==> src/rtl/pipe_hazard_ctrl_pkg.sv <==
// Shared types, constants and redirect-target helper for the pipeline hazard controller.
package pipe_hazard_ctrl_pkg;

  localparam int XLEN        = 32;
  localparam int REQ_DEPTH_W = 3;

  localparam logic [31:0] EXC_NONE       = 32'h0000_0000;
  localparam logic [31:0] EXC_MRET       = 32'h0000_000a;
  localparam logic [1:0]  MTVEC_VECTORED = 2'b01;

  typedef enum logic {
    CTRL_IDLE  = 1'b0,
    CTRL_FLUSH = 1'b1
  } ctrl_state_e;

  // MRET returns to mepc; vectored interrupts offset the aligned base by cause*4.
  function automatic logic [XLEN-1:0] trap_target(
    input logic [31:0]     excepttype,
    input logic [XLEN-1:0] mepc,
    input logic [XLEN-1:0] mtvec,
    input logic            vectored_en
  );
    logic [XLEN-1:0] base;
    base = {mtvec[XLEN-1:2], 2'b00};
    if (excepttype == EXC_MRET) begin
      return mepc;
    end
    if (excepttype[31] && vectored_en && (mtvec[1:0] == MTVEC_VECTORED)) begin
      return base + {{(XLEN-7){1'b0}}, excepttype[4:0], 2'b00};
    end
    return base;
  endfunction

endpackage

==> src/rtl/pipe_hazard_ctrl_stall_mask_gen.sv <==
// Merges per-source stall requests into a per-stage freeze vector; each source
// freezes stages 0..depth-1 of the pipeline.
module stall_mask_gen
  import pipe_hazard_ctrl_pkg::*;
#(
  parameter int                               NUM_STAGES = 6,
  parameter int                               NUM_REQ    = 2,
  parameter logic [REQ_DEPTH_W*NUM_REQ-1:0]   REQ_DEPTH  = {3'd4, 3'd3}
) (
  input  logic [NUM_REQ-1:0]    stallreq_i,
  output logic [NUM_STAGES-1:0] stall_mask_o
);

  // Depths beyond the pipeline clamp to all ones; depth 0 yields an empty mask.
  function automatic logic [NUM_STAGES-1:0] depth_mask(input int depth);
    logic [NUM_STAGES-1:0] m;
    m = '0;
    for (int i = 0; i < NUM_STAGES; i++) begin
      m[i] = (i < depth);
    end
    return m;
  endfunction

  always_comb begin
    // NOTE: every always_comb output gets a default first so no path infers a latch.
    stall_mask_o = '0;
    for (int k = 0; k < NUM_REQ; k++) begin
      if (stallreq_i[k]) begin
        stall_mask_o = stall_mask_o
                     | depth_mask(int'(REQ_DEPTH[REQ_DEPTH_W*k +: REQ_DEPTH_W]));
      end
    end
  end

endmodule

==> src/rtl/pipe_hazard_ctrl.sv <==
// Pipeline stall/flush controller: trap/MRET redirect FSM with programmable flush
// length, per-stage stall merging, stall watchdog and stalled-cycle statistics.
module pipe_hazard_ctrl
  import pipe_hazard_ctrl_pkg::*;
#(
  parameter int                             NUM_STAGES    = 6,
  parameter int                             NUM_REQ       = 2,
  parameter logic [REQ_DEPTH_W*NUM_REQ-1:0] REQ_DEPTH     = {3'd4, 3'd3},
  parameter int                             FLUSH_CYCLES  = 1,
  parameter bit                             VECTORED_EN   = 1'b1,
  parameter int                             STALL_TIMEOUT = 1023,
  parameter int                             CNT_W         = 16
) (
  input  logic                  clk,
  input  logic                  rst,
  input  logic [NUM_REQ-1:0]    stallreq_i,
  input  logic [31:0]           excepttype_i,
  input  logic [XLEN-1:0]       csr_mepc_i,
  input  logic [XLEN-1:0]       csr_mtvec_i,
  output logic [NUM_STAGES-1:0] stall_o,
  output logic                  flush_o,
  output logic [XLEN-1:0]       new_pc_o,
  output logic                  new_pc_valid_o,
  output logic                  stall_timeout_o,
  output logic [CNT_W-1:0]      stall_cycles_o
);

  localparam int              RUN_W      = $clog2(STALL_TIMEOUT + 1);
  localparam logic [RUN_W-1:0] RUN_MAX   = RUN_W'(STALL_TIMEOUT);
  localparam logic [3:0]      FLUSH_LOAD = 4'(FLUSH_CYCLES - 1);

  logic [NUM_STAGES-1:0] stall_mask;
  ctrl_state_e           state_q, state_d;
  logic [3:0]            flush_cnt_q, flush_cnt_d;
  logic [RUN_W-1:0]      run_q, run_d;
  logic [CNT_W-1:0]      cycles_q, cycles_d;
  logic                  exc_take;
  logic                  flush_raw;
  logic                  stalled;

  stall_mask_gen #(
    .NUM_STAGES (NUM_STAGES),
    .NUM_REQ    (NUM_REQ),
    .REQ_DEPTH  (REQ_DEPTH)
  ) u_stall_mask_gen (
    .stallreq_i   (stallreq_i),
    .stall_mask_o (stall_mask)
  );

  always_comb begin
    state_d     = state_q;
    flush_cnt_d = flush_cnt_q;
    exc_take    = 1'b0;
    flush_raw   = 1'b0;
    case (state_q)
      CTRL_IDLE: begin
        if (excepttype_i != EXC_NONE) begin
          exc_take    = 1'b1;
          flush_raw   = 1'b1;
          flush_cnt_d = FLUSH_LOAD;
          if (FLUSH_CYCLES > 1) state_d = CTRL_FLUSH;
        end
      end
      CTRL_FLUSH: begin
        flush_raw   = 1'b1;
        flush_cnt_d = flush_cnt_q - 4'd1;
        if (flush_cnt_q <= 4'd1) state_d = CTRL_IDLE;
      end
      default: state_d = CTRL_IDLE;
    endcase
  end

  // Outputs are forced low while reset is held so flush drops without a clock edge.
  assign flush_o         = flush_raw && !rst;
  assign new_pc_valid_o  = exc_take && !rst;
  assign stall_o         = (flush_raw || rst) ? '0 : stall_mask;
  assign new_pc_o        = new_pc_valid_o
                         ? trap_target(excepttype_i, csr_mepc_i, csr_mtvec_i, VECTORED_EN)
                         : '0;
  assign stalled         = |stall_o;
  assign stall_timeout_o = (run_q == RUN_MAX);
  assign stall_cycles_o  = cycles_q;

  always_comb begin
    run_d    = run_q;
    cycles_d = cycles_q;
    if (!stalled) begin
      run_d = '0;
    end else if (run_q != RUN_MAX) begin
      run_d = run_q + RUN_W'(1);
    end
    if (stalled && (cycles_q != '1)) begin
      cycles_d = cycles_q + CNT_W'(1);
    end
  end

  // NOTE: sequential state uses non-blocking assignments; reset acts without a clock edge.
  always_ff @(posedge clk or posedge rst) begin
    if (rst) begin
      state_q     <= CTRL_IDLE;
      flush_cnt_q <= '0;
      run_q       <= '0;
      cycles_q    <= '0;
    end else begin
      state_q     <= state_d;
      flush_cnt_q <= flush_cnt_d;
      run_q       <= run_d;
      cycles_q    <= cycles_d;
    end
  end

endmodule
==> config.mk <==
export PLATFORM = sky130hd
export DESIGN_NAME = pipe_hazard_ctrl
export DESIGN_NICKNAME = d
export VERILOG_FILES = /design/src/rtl/pipe_hazard_ctrl_pkg.sv /design/src/rtl/pipe_hazard_ctrl_stall_mask_gen.sv /design/src/rtl/pipe_hazard_ctrl.sv
export SDC_FILE = /design/constraint.sdc
export NUM_CORES = 1
export LEC_CHECK = 0
export ABC_CLOCK_PERIOD_IN_PS = 5310
export BUFFER_PORTS_ARGS = -buffer_cell sky130_fd_sc_hd__buf_2
export CAP_MARGIN = 20
export CORE_MARGIN = 3
export CORE_UTILIZATION = 49
export DETAILED_ROUTE_END_ITERATION = 10
export GPL_ROUTABILITY_DRIVEN = 0
export PLACE_DENSITY_LB_ADDON = 0.3
export SLEW_MARGIN = 20
export SYNTH_ARGS = -nofsm -noshare
export SYNTH_HDL_FRONTEND = slang
export SYNTH_HIERARCHICAL = 1
export SYNTH_SLANG_ARGS = --single-unit
export TNS_END_PERCENT = 20
==> constraint.sdc <==
create_clock -name clk -period 5.31 [get_ports clk]
set_clock_uncertainty 0.2 [all_clocks]
set_input_delay 0.2655 -clock clk [delete_from_list [all_inputs] [get_ports clk]]
set_output_delay 0.2655 -clock clk [all_outputs]
set_load 0.02 [all_outputs]
==> flow_summary_export.csv, run 1 <==
group,metric,value,unit
sta,max_freq,305.4,MHz
min_path,hp-start,"stall_cycles_o[15]",
sta,min_period,3.275,ns
min_path,hp-class,"register to register",
floorplanning,core_area,5574,sq um
drt,antenna_left,0,
floorplanning,rows,27,
min_path,min_path_cells,1,
sta,period_share,0.6167,
layout,fillers,503,
clocking,cts_tree,"yes",
drt,first_iter_violations,115,
worst_setup_path,rr_worst_depth,5,
floorplanning,io_pins,157,
power,p_total,0.0005579,W
synthesis,synth_area_per_cell,7.861,sq um
min_path,min_to,"stall_cycles_o[15]",
job,cap_violations,0,
clocking,ctsHoldBuffers,1,
sta,slew_headroom,0.4527,
synthesis,synth_edf_count,0,
layout,diodes,0,
synthesis,netlist_area,2861,sq um
global_routing,grt_usage,0.2548,
worst_setup_path,r2r_slack,2.91,ns
run_status,outcome,"complete, no violations",
sta,tns,0,ns
synthesis,yosysSeqAreaShare,0.2711,
floorplanning,dieHeight,82.42,microns
clocking,cts_buffers,5,
drt,via_per_inst,5.530,
global_routing,antenna_found_initial,0,
drt,wl_per_cell,14.28,microns
clocking,cts_resized,0,
synthesis,yosys_warnings,6,
worst_setup_path,start_kind,"input port",
worst_setup_path,crit_path_frequent_cell,"buf_2",
clocking,cts_setup_buffers,0,
synthesis,synth-seq-cells,31,
sta,hold_viol_final,0,
layout,final_common_cell,"buf_2",
worst_setup_path,reg2reg_from,"state_q",
drt,drc,0,
drt,num_vias,3235,
global_routing,grt_pass1_vias,3098,
worst_setup_path,crit_slowest_cell,"nand3_1",
sta,final-max-slew-violation-count,0,
clocking,cts_buffer_depth,2,
global_routing,grt_overflow,0,
clocking,cts-root-buf,"clkbuf_8",
clocking,htreeDepth,2,
layout,fin_nets,622,
layout,multi_input_area,1953,sq um
sta,hold_slack,0.2865,ns
synthesis,yosysUniqueCellTypes,46,
power,p_leak,1.884,nW
global_routing,grt_pass1_wl,13680,microns
layout,layout-drive-gt1-share,0.3489,
global_routing,grt_max_degree,32,
synthesis,synth-main-ff-cell,"dfrtp_1",
worst_setup_path,cpPeakStageDelay,0.61,ns
placement,io_buffers,154,
worst_setup_path,endpoint_kind,"primary output",
layout,layout_common_cells,"154 x buf_2, 41 x nor2_1, 37 x o21ai_0",
floorplanning,die_w,82.42,microns
placement,dp_slack,2.085,ns
clocking,path_clk_slew,0.06,ns
layout,area_delta_synth_final,31.00,%
sta,rsz0062_at_grt,"no",
worst_setup_path,arrival,2.81,ns
drt,routed_wl,8354,microns
synthesis,async_flop_share,1.000,
layout,fin_util,0.6725,
floorplanning,initial_core_util,0.5134,
worst_setup_path,crit_required,4.84,ns
synthesis,synth_cells,364,
floorplanning,dieArea,6793,sq um
worst_setup_path,path_cells,"buf_2, nor4_1, nand4_1, nor2_1, nand3_1, buf_4, o21ai_0, a21oi_1, buf_2",
clocking,numClockSinks,31,
worst_setup_path,critical-path-top-delay-family,"simple AND/OR/NAND/NOR gates",
worst_setup_path,crit_type,"input port to primary output",
worst_setup_path,crit_fanout,29,
sta,tightest_slew,0.8135,ns
clocking,clk_latency,0.28,ns
layout,regArea,775.7,sq um
worst_setup_path,cp.buffers_inverters,3,
sta,setup-violations-final,0,
power,ir_worst_vdd,0.1396,mV
sta,setup_ws,2.035,ns
power,power_density,148.8,nW/um^2
worst_setup_path,r2r-end,"stall_cycles_o[1]",
drt,dr.pass1.iters,4,
placement,dpl.hpwl,6847,microns
cell families after synthesis:
group,count (synthesis),synth area share
buffers and inverters,31,0.04766
xor gates and xnor gates,44,0.1347
and+or+nand+nor,159,0.3131
other,1,0.001311
DFF,31,0.2711
AOI/OAI and AO/OA,84,0.1710
muxes,4,0.01487
adders and majority gates,10,0.04635
sequential cells by signal (all words and copies together) (netlist names):
register and flops:
state_q 1, stall_cycles_o 16, flush_cnt_q 4, run_q 10
synth_stat cells, types with 3 or more instances:
cell type / count / area [sq um]
nand3b_1: 3 / 22.52
clkbuf_1: 11 / 41.29
nand3_1: 18 / 90.09
nand4b_1: 3 / 26.28
a211oi_1: 8 / 60.06
a21oi_1: 24 / 120.1
o21ai_0: 37 / 185.2
ha_1: 9 / 112.6
and2_1: 8 / 50.05
inv_1: 14 / 52.55
xnor2_1: 15 / 131.4
nor2_1: 41 / 153.9
and4_1: 3 / 26.28
or2_2: 3 / 18.77
nand2_1: 21 / 78.83
buf_4: 5 / 37.54
o2111ai_1: 3 / 26.28
and3_1: 16 / 100.1
nor4_2: 6 / 75.07
nand4_1: 11 / 68.82
dfrtp_1: 31 / 775.7
nor4_1: 5 / 31.28
nor3_1: 11 / 55.05
xor2_1: 29 / 254.0
through the flow:
step                instance area, sq um  instances
global placement                    3657        576
finish                              3749        585
CTS                                 3749        585
detailed placement                  3657        576
floorplan                           2865        365
global route                        3749        585
worst max path at each step:
stage	cells after the start	endpoint	slack, ns	start
after floorplan	9	new_pc_o[28]	2.58	excepttype_i[0]
after global placement	9	new_pc_o[23]	2.21	excepttype_i[2]
after detailed placement	9	new_pc_o[23]	2.09	excepttype_i[2]
after CTS	9	new_pc_o[23]	2.07	excepttype_i[2]
after global routing	9	new_pc_o[9]	1.75	excepttype_i[2]
final	9	new_pc_o[23]	2.04	excepttype_i[2]
area by class of cell:
class / instances / share of cell area
sequential: 31 / 0.2069
timing repair buffer: 157 / 0.2123
inverter: 14 / 0.01402
clock inverter: 1 / 0.001335
tap: 72 / 0.02403
clock buffer: 7 / 0.02036
multi-input combinational: 303 / 0.5210
metal layers:
metal	part of all wire	wire length, microns	vias to the layer above	track usage
li1	-	-	1609	-
met1	0.38	3149	1484	0.2796
met2	0.54	4497	126	0.4896
met3	0.065	545	16	0.04447
met4	0.019	161	0	0.07973
met5	0	0	-	0
report_power, final:
group              switching (W)  total, W  internal, W
combinational          0.0000842  0.000147    0.0000625
clock                  0.0000833  0.000175    0.0000918
sequential     0.000000000000156  0.000236     0.000236
(Power assumes the default switching activity.)
==> run 2, diff against run 1 <==
--- a/config.mk
+++ b/config.mk
@@ -5,11 +5,11 @@
 export SDC_FILE = /design/constraint.sdc
 export NUM_CORES = 1
 export LEC_CHECK = 0
-export ABC_CLOCK_PERIOD_IN_PS = 5310
+export ABC_CLOCK_PERIOD_IN_PS = 2900
 export BUFFER_PORTS_ARGS = -buffer_cell sky130_fd_sc_hd__buf_2
 export CAP_MARGIN = 20
 export CORE_MARGIN = 3
-export CORE_UTILIZATION = 49
+export CORE_UTILIZATION = 41
 export DETAILED_ROUTE_END_ITERATION = 10
 export GPL_ROUTABILITY_DRIVEN = 0
 export PLACE_DENSITY_LB_ADDON = 0.3
==> constraint.sdc (replaced) <==
create_clock -name clk -period 2.9 [get_ports clk]
set_clock_uncertainty 0.2 [all_clocks]
set_input_delay 0.145 -clock clk [delete_from_list [all_inputs] [get_ports clk]]
set_output_delay 0.145 -clock clk [all_outputs]
set_load 0.02 [all_outputs]
==> flow_summary_export.csv, run 2 (synthesized netlist as in run 1, its figures left out) <==
group,metric,value,unit
run_status,outcome,"complete, no violations",
power,p_leak,1.951,nW
global_routing,grt_max_degree,47,
drt,routed_wl,8603,microns
drt,antenna_left,0,
sta,min_period,2.664,ns
clocking,numClockSinks,31,
worst_setup_path,crit_path_frequent_cell,"buf_2",
min_path,hp-class,"input port to register",
worst_setup_path,reg2reg_from,"state_q",
drt,via_per_inst,5.321,
power,ir_worst_vdd,0.1711,mV
power,p_total,0.001144,W
worst_setup_path,path_cells,"buf_2, ha_1, inv_1, fa_1, nor2b_1, o31a_1, o2111ai_1, nor2_1, xnor2_1, a221oi_1, buf_2",
power,pwr-share-clk,0.380,
job,cap_violations,0,
floorplanning,dieHeight,89.54,microns
layout,area_delta_synth_final,35.81,%
placement,dp_slack,0.2234,ns
layout,final_common_cell,"buf_2",
floorplanning,core_area,6568,sq um
worst_setup_path,r2r_slack,0.68,ns
clocking,cts_setup_buffers,0,
worst_setup_path,worst-path-stages,11,
clocking,path_clk_slew,0.06,ns
layout,layout_common_cells,"154 x buf_2, 41 x nor2_1, 37 x o21ai_0",
power,internal-power,0.0008288,W
sta,tightest_slew,0.5904,ns
global_routing,antenna_found_initial,0,
worst_setup_path,rr_worst_depth,5,
clocking,clk_latency,0.28,ns
worst_setup_path,cpPeakStageDelay,0.38,ns
sta,rsz0062_at_grt,"no",
drt,num_vias,3278,
drt,dr.pass1.iters,4,
clocking,cts_tree,"yes",
worst_setup_path,crit_fanout,3,
layout,fin_nets,632,
clocking,cts_buffer_depth,2,
placement,dpl.hpwl,7187,microns
power,power_density,294.4,nW/um^2
layout,largest_register_ffs,16,
drt,first_iter_violations,122,
global_routing,grt_overflow,0,
worst_setup_path,arrival,2.32,ns
floorplanning,dieArea,8017,sq um
global_routing,grt_pass1_wl,13900,microns
worst_setup_path,crit_required,2.56,ns
worst_setup_path,cp.buffers_inverters,3,
sta,hold_slack,0.1865,ns
sta,period_share,0.9186,
drt,drc,0,
worst_setup_path,crit_slowest_cell,"fa_1",
floorplanning,rows,29,
clocking,htreeDepth,2,
worst_setup_path,r2r-end,"stall_cycles_o[1]",
sta,final-max-slew-violation-count,0,
worst_setup_path,endpoint_kind,"primary output",
layout,fillers,608,
worst_setup_path,endpoint,"new_pc_o[28]",
sta,max_freq,375.4,MHz
sta,slew_headroom,0.6060,
worst_setup_path,cp-startpoint,"excepttype_i[0]",
placement,io_buffers,154,
global_routing,grt_usage,0.2152,
worst_setup_path,start_kind,"input port",
clocking,ctsHoldBuffers,1,
layout,layout-drive-gt1-share,0.3652,
worst_setup_path,crit_type,"input port to primary output",
power,swShare,0.2755,
sta,setup_ws,0.2360,ns
clocking,cts_buffers,5,
power,power_frac_seq,0.378,
clocking,cts-root-buf,"clkbuf_8",
drt,wl_per_cell,13.97,microns
global_routing,grt_pass1_vias,3161,
floorplanning,initial_core_util,0.4357,
power,share_comb_of_total_power,0.242,
clocking,cts_resized,0,
worst_setup_path,critical-path-top-delay-family,"compound AO/OA/AOI/OAI gates",
sta,setup-violations-final,0,
sta,tns,0,ns
power,power.switching,0.0003152,W
floorplanning,die_w,89.54,microns
sta,hold_viol_final,0,
floorplanning,io_pins,157,
layout,diodes,0,
## run 2: worst register-to-register path, stage by stage (launching register included)
cell and delay (ns):
dfrtp_1 0.43, nor2_1 0.21, o311a_1 0.23, or3b_1 0.41
nor2b_2 0.26, mux2_2 0.37
## run 2: metrics by stage
stage / instances / instance area (sq um) / utilization
after floorplan: 365 / 2865 / -
after detailed placement: 607 / 3759 / 0.5723
final: 616 / 3886 / 0.5917
after global placement: 607 / 3759 / 0.5723
after CTS: 616 / 3886 / 0.5917
after global routing: 616 / 3886 / 0.5917
## run 2: cell type report
class / count / area [sq um] / area share
inverters: 14 / 52.55 / 0.01352
flip-flops and latches: 31 / 775.7 / 0.1996
clock inverters: 2 / 35.03 / 0.009015
clock buffers: 6 / 82.58 / 0.02125
repair buffers: 167 / 870.8 / 0.2241
well taps: 93 / 116.4 / 0.02994
multi-input cells: 303 / 1953 / 0.5026
## run 2: worst min path at each step
stage / start / to / slack, ns / cells past startpoint
detailed placement: rst / flush_cnt_q[0] / 0.11 / 3
finish: excepttype_i[30] / stall_cycles_o[12] / 0.19 / 6
global placement: rst / flush_cnt_q[1] / 0.12 / 3
global route: excepttype_i[30] / stall_cycles_o[12] / 0.23 / 6
CTS: excepttype_i[30] / stall_cycles_o[12] / 0.18 / 6
floorplan: rst / flush_cnt_q[0] / 0.06 / 1
## run 2: routing by layer
layer / global-route usage / share of wire / vias to the layer above
met5: 0 / 0 / -
met4: 0.09878 / 0.028 / 0
met3: 0.03041 / 0.059 / 22
met2: 0.3690 / 0.49 / 122
met1: 0.2647 / 0.42 / 1505
li1: - / - / 1629
## run 2: power by group through the flow
| stage | combinational [W] | sequential [W] | clock [W] |
|---|---|---|---|
| final | 0.000277 | 0.000432 | 0.000435 |
| after detailed placement | 0.000274 | 0.000440 | 0 |
| after floorplan | 0.000140 | 0.000440 | 0 |
| after global placement | 0.000271 | 0.000440 | 0 |
| after global routing | 0.000306 | 0.000432 | 0.000467 |
| after CTS | 0.000277 | 0.000432 | 0.000445 |
